File: src/rtl/shifter8_pkg.sv
// Shared encodings for the 8-bit shifter datapath and its sequencing controller:
// shifter op codes, request op codes, controller FSM states.
package shifter8_pkg;

  localparam logic [2:0] OP_NOP  = 3'b000;
  localparam logic [2:0] OP_LOAD = 3'b001;
  localparam logic [2:0] OP_LSL  = 3'b010;
  localparam logic [2:0] OP_LSR  = 3'b011;
  localparam logic [2:0] OP_ASR  = 3'b100;

  localparam logic [1:0] REQ_LSL  = 2'b00;
  localparam logic [1:0] REQ_LSR  = 2'b01;
  localparam logic [1:0] REQ_ASR  = 2'b10;
  localparam logic [1:0] REQ_RSVD = 2'b11;

  typedef enum logic [1:0] {
    ST_IDLE  = 2'b00,
    ST_LOAD  = 2'b01,
    ST_SHIFT = 2'b10,
    ST_DONE  = 2'b11
  } state_e;

  // Translate a request op into the shifter op issued on every shift step.
  function automatic logic [2:0] req_to_shift_op(input logic [1:0] req_op);
    logic [2:0] op;
    case (req_op)
      REQ_LSL: op = OP_LSL;
      REQ_LSR: op = OP_LSR;
      REQ_ASR: op = OP_ASR;
      default: op = OP_NOP;
    endcase
    return op;
  endfunction

endpackage

File: src/rtl/shifter8_seq_ctrl.sv
// Sequencing controller for one shifter8: accepts a shift request, issues LOAD
// plus greedy shift steps of at most STEP_MAX, then holds the result until taken.
module shifter8_seq_ctrl
  import shifter8_pkg::*;
#(
  parameter int STEP_MAX = 3,
  parameter int AMT_W    = 3
) (
  input  logic             clk,
  input  logic             reset_n,
  input  logic             req_valid,
  output logic             req_ready,
  input  logic [1:0]       req_op,
  input  logic [AMT_W-1:0] req_amt,
  input  logic [7:0]       req_data,
  output logic             res_valid,
  input  logic             res_ready,
  output logic [7:0]       res_data,
  output logic             res_err,
  output logic             busy,
  output logic [2:0]       sh_op,
  output logic [1:0]       sh_shamt,
  output logic [7:0]       sh_d_in,
  input  logic [7:0]       sh_d_out
);

  localparam logic [AMT_W-1:0] STEP_W = AMT_W'(STEP_MAX);

  state_e           state_q, state_d;
  logic [1:0]       op_q, op_d;
  logic [AMT_W-1:0] amt_q, amt_d;
  logic [7:0]       data_q, data_d;
  logic             err_q, err_d;
  logic [AMT_W-1:0] step_s;

  // Greedy split: full STEP_MAX steps while more remains, the remainder last.
  assign step_s = (amt_q > STEP_W) ? STEP_W : amt_q;

  // State and captured-request registers.
  always_ff @(posedge clk or negedge reset_n) begin
    if (!reset_n) begin
      state_q <= ST_IDLE;
      op_q    <= 2'b00;
      amt_q   <= '0;
      data_q  <= 8'h00;
      err_q   <= 1'b0;
    end else begin
      state_q <= state_d;
      op_q    <= op_d;
      amt_q   <= amt_d;
      data_q  <= data_d;
      err_q   <= err_d;
    end
  end

  // Next-state and capture logic.
  always_comb begin
    state_d = state_q;
    op_d    = op_q;
    amt_d   = amt_q;
    data_d  = data_q;
    err_d   = err_q;
    case (state_q)
      ST_IDLE: begin
        if (req_valid) begin
          op_d    = req_op;
          data_d  = req_data;
          state_d = ST_LOAD;
          if (req_op == REQ_RSVD) begin
            amt_d = '0;
            err_d = 1'b1;
          end else begin
            amt_d = req_amt;
            err_d = 1'b0;
          end
        end else begin
          state_d = ST_IDLE;
        end
      end
      ST_LOAD: begin
        if (amt_q == '0) begin
          state_d = ST_DONE;
        end else begin
          state_d = ST_SHIFT;
        end
      end
      ST_SHIFT: begin
        // step_s never exceeds amt_q, so remaining cannot underflow.
        amt_d = amt_q - step_s;
        if (amt_q == step_s) begin
          state_d = ST_DONE;
        end else begin
          state_d = ST_SHIFT;
        end
      end
      ST_DONE: begin
        if (res_ready) begin
          err_d   = 1'b0;
          state_d = ST_IDLE;
        end else begin
          state_d = ST_DONE;
        end
      end
      default: begin
        state_d = ST_IDLE;
      end
    endcase
  end

  // Moore output decode from state and captured registers only.
  always_comb begin
    req_ready = 1'b0;
    res_valid = 1'b0;
    busy      = 1'b1;
    sh_op     = OP_NOP;
    sh_shamt  = 2'b00;
    case (state_q)
      ST_IDLE: begin
        req_ready = 1'b1;
        busy      = 1'b0;
      end
      ST_LOAD: begin
        sh_op = OP_LOAD;
      end
      ST_SHIFT: begin
        sh_op    = req_to_shift_op(op_q);
        sh_shamt = step_s[1:0];
      end
      ST_DONE: begin
        res_valid = 1'b1;
      end
      default: begin
        busy = 1'b1;
      end
    endcase
  end

  assign sh_d_in  = data_q;
  assign res_data = sh_d_out;
  assign res_err  = err_q;

endmodule

File: config.mk
export PLATFORM = sky130hd
export DESIGN_NAME = shifter8_seq_ctrl
export DESIGN_NICKNAME = d
export VERILOG_FILES = /design/src/rtl/shifter8_pkg.sv /design/src/rtl/shifter8_seq_ctrl.sv
export SDC_FILE = /design/constraint.sdc
export NUM_CORES = 1
export LEC_CHECK = 0
export BUFFER_PORTS_ARGS = -buffer_cell sky130_fd_sc_hd__buf_4
export CAP_MARGIN = 20
export CELL_PAD_IN_SITES_DETAIL_PLACEMENT = 1
export CELL_PAD_IN_SITES_GLOBAL_PLACEMENT = 2
export CORE_MARGIN = 2
export CORE_UTILIZATION = 25
export CTS_CLUSTER_SIZE = 10
export DETAILED_ROUTE_END_ITERATION = 16
export PLACE_DENSITY_LB_ADDON = 0.1
export SYNTH_ARGS = -nofsm -noshare
export SYNTH_HDL_FRONTEND = slang
export SYNTH_SLANG_ARGS = --single-unit
File: constraint.sdc
create_clock -name clk -period 2 [get_ports clk]
set_clock_uncertainty 0.15 [all_clocks]
set_input_delay 0.1 -clock clk [delete_from_list [all_inputs] [get_ports clk]]
set_output_delay 0.1 -clock clk [all_outputs]
set_load 0.02 [all_outputs]
==> results.md <==
- Final #Nets: 155
- Initial Util: 0.2557
- RSZ-0062 raised after global routing: false
- Die area: 4191 um^2
- Vias in the first global route: 803
- Peak VDD IR: 0.4158 mV
- # IOs: 50
- Final Critical Period: 1.765 ns
- Type of element capturing the critical path: register
- Setup TNS: 0 ns
- Final setup viols: 0
- Diode count: 0
- GPL Wtd Cong: 0.6723
- Flop pwr share: 0.288
- Setup Buffers After CTS: 0
- Initial antenna violation count: 0
- Core ar.: 3606 um^2
- Net switching power: 0.0008265 W
- Max FO, Critical Path: 11
- Largest net degree at the start of global routing: 17
- Worst Path Required: 1.98 ns
- Aggregate routed wire length: 2.250 mm
- RR Endpoint: op_q[0]
- Wire per inst: 13.16 um
- Post-synthesis cell type count: 23
- CTS tree: built
- Hold buffers post-CTS: 13
- Cells after DPL: 154
- Final Slew Violations: 0
- # Max-Cap Violations: 0
- Worst Tran Pin Value: 0.3692 ns
- Die Ht: 64.74 um
- Syn nets: 112
- Hold Path Class: in2reg
- Clk_lat worst skew: 0.25 ns
- CP Launch Point: state_q[1]
- DRT Pass-1 Iters: 2
- Post-Synth Adder-Cell Area: 0.08141
- Fraction of final layout cells sized beyond drive strength 1: 0.4146
- Leakage: 0.6699 nW
- R2R Path Start: state_q[1]
- Post-Layout Cell Count: 171
- Switching Share: 0.3963
- Final hold slack: 0.01690 ns
- Mapped Area: 922.1 um^2
- Internal Power: 0.001259 W
- Largest area contributor in the synthesized netlist: dfrtp_1
- Outcome: complete, no violations
- Initial DRC Count: 9
- Sequential fraction of the synthesis area: 0.4342
- Chip Width: 64.74 um
- First-pass GRT wire length: 3.891 mm
- Post-synthesis mux area share: 0.1737
- Critical Path Source Type: register
- Gate Count Post-Synth: 81
- Syn avg cell area: 11.38 um^2
- GR Overflow Total: 0
- CTS H-tree depth: 1
- FF-to-FF path depth: 4
- Layout area overhead: 46.13%
- Power Density: 1547 nW/um^2
- Critical Path End: op_q[0]
- Crit Path Class: reg2reg
- Final Cycle Share: 0.8826
- CTS root buffer: clkbuf_8
- Combinational share of power: 0.574
- I/O Buffers: 33
- HPWL after detailed placement: 1.710 mm
- Drt drc: 0
- Routed vias/inst: 4.287
- Vias: 733
- # rows: 22
- Synth Area in Compound Gates: 0.1113
- Clk buf depth: 2
- CTS buffer count: 3
- Flop2flop setup slack: 0.23 ns
- Final core occ: 0.3737
- Area share of xor/xnor cells in the synthesized design: 0
- Slew HR: 0.7530
- Fin. Hold Viols: 0
- Synth top area share: 0.4342
- Hold Startpoint: req_amt[0]
- Clock group share of total power: 0.138
- Number of synthesized register bits: 16
- Largest family of logic cells by synthesized area: multiplexers
- Crit path DAT: 1.74 ns
- Total track usage: 0.1225
- Fin area: 1348 um^2
- Placed cell areas: 1162 um^2
- Post-CTS sizing: 0
- CTS Sinks: 16
- Detail Route Antenna Nets: 0
- Yosys Warn Count: 0
- Most area-consuming cells after synthesis: dfrtp_1, mux2_4, ha_1
- Clock-pin slew on the worst setup and hold paths: 0.07 ns
- Post-Synth Simple-Gate Area: 0.08141
- Fmax: 0.5665 GHz
registers in the layout (all words and copies together) (netlist names):
name	cells
amt_q	3
op_q	2
res_err	1
sh_d_in	8
state_q	2
final cells by class:
type / instances / area, um^2
clock buffer: 4 / 55.05
sequential: 16 / 400.4
timing repair buffer: 48 / 392.9
inverter: 7 / 26.28
multi-input combinational: 48 / 412.9
fill: 400 / 2258
tap: 48 / 60.06
worst max-delay path: stages (launching register included):
cell and delay, ns:
dfrtp_1 0.43, inv_1 0.11, ha_1 0.30, nand2_2 0.28
mux2_4 0.38
cell families (layout without fill, tap and decap cells):
logic type	Yosys count	count (layout)
adders and majority gates	6	6
buffers and inverters	17	59
DFF	16	16
AOI/OAI and AO/OA	17	17
and+or+nand+nor	14	14
muxes	11	11
cell usage in the layout, fill, tap and decap left out, drive strengths merged:
master / instances
a21oi: 6
a221oi: 1
a2bb2oi: 2
a311oi: 1
a31oi: 1
and3: 1
buf: 35
clkbuf: 4
dfrtp: 16
dlygate4sd3: 13
ha: 6
inv: 7
mux2: 10
mux2i: 1
nand2: 4
nand2b: 1
nand3: 1
nor2: 2
nor2b: 3
nor3: 1
nor3b: 1
o21ai: 5
o22ai: 1
Yosys cell counts, drive strengths merged:
library cell / number
a21oi: 6
a221oi: 1
a2bb2oi: 2
a311oi: 1
a31oi: 1
and3: 1
buf: 10
dfrtp: 16
ha: 6
inv: 7
mux2: 10
mux2i: 1
nand2: 4
nand2b: 1
nand3: 1
nor2: 2
nor2b: 3
nor3: 1
nor3b: 1
o21ai: 5
o22ai: 1
per-stage QoR:
step           total power, W  setup slack [ns]
6_report             0.002085            0.2347
2_1_floorplan        0.001393            0.3512
4_1_cts              0.002122            0.1887
3_5_place_dp         0.001800            0.2384
5_1_grt              0.002258           0.08848
3_3_place_gp         0.001776            0.3059
how the worst min path moves through the flow:
stage / end / cells past startpoint
finish: amt_q[0] / 3
CTS: amt_q[0] / 3
global route: res_data[7] / 0
floorplan: amt_q[0] / 0
detailed placement: state_q[1] / 1
global placement: state_q[1] / 1
power groups by stage:
stage	sequential (W)	clock, W	combinational (W)
global placement	0.000603	0	0.00117
detailed placement	0.000607	0	0.00119
floorplan	0.000695	0	0.000699
finish	0.000601	0.000288	0.00120
global route	0.000628	0.000318	0.00131
CTS	0.000604	0.000301	0.00122
metal layers:
metal | vias to the layer above | global-route usage | wire, um | share of wire
li1 | 352 | - | - | -
met1 | 361 | 0.1532 | 1009 | 0.45
met2 | 18 | 0.2036 | 1125 | 0.50
met3 | 2 | 0.02778 | 94 | 0.042
met4 | 0 | 0.04787 | 20 | 0.0089
met5 | - | 0 | 0 | 0
Power figures use the tool's default switching activity.
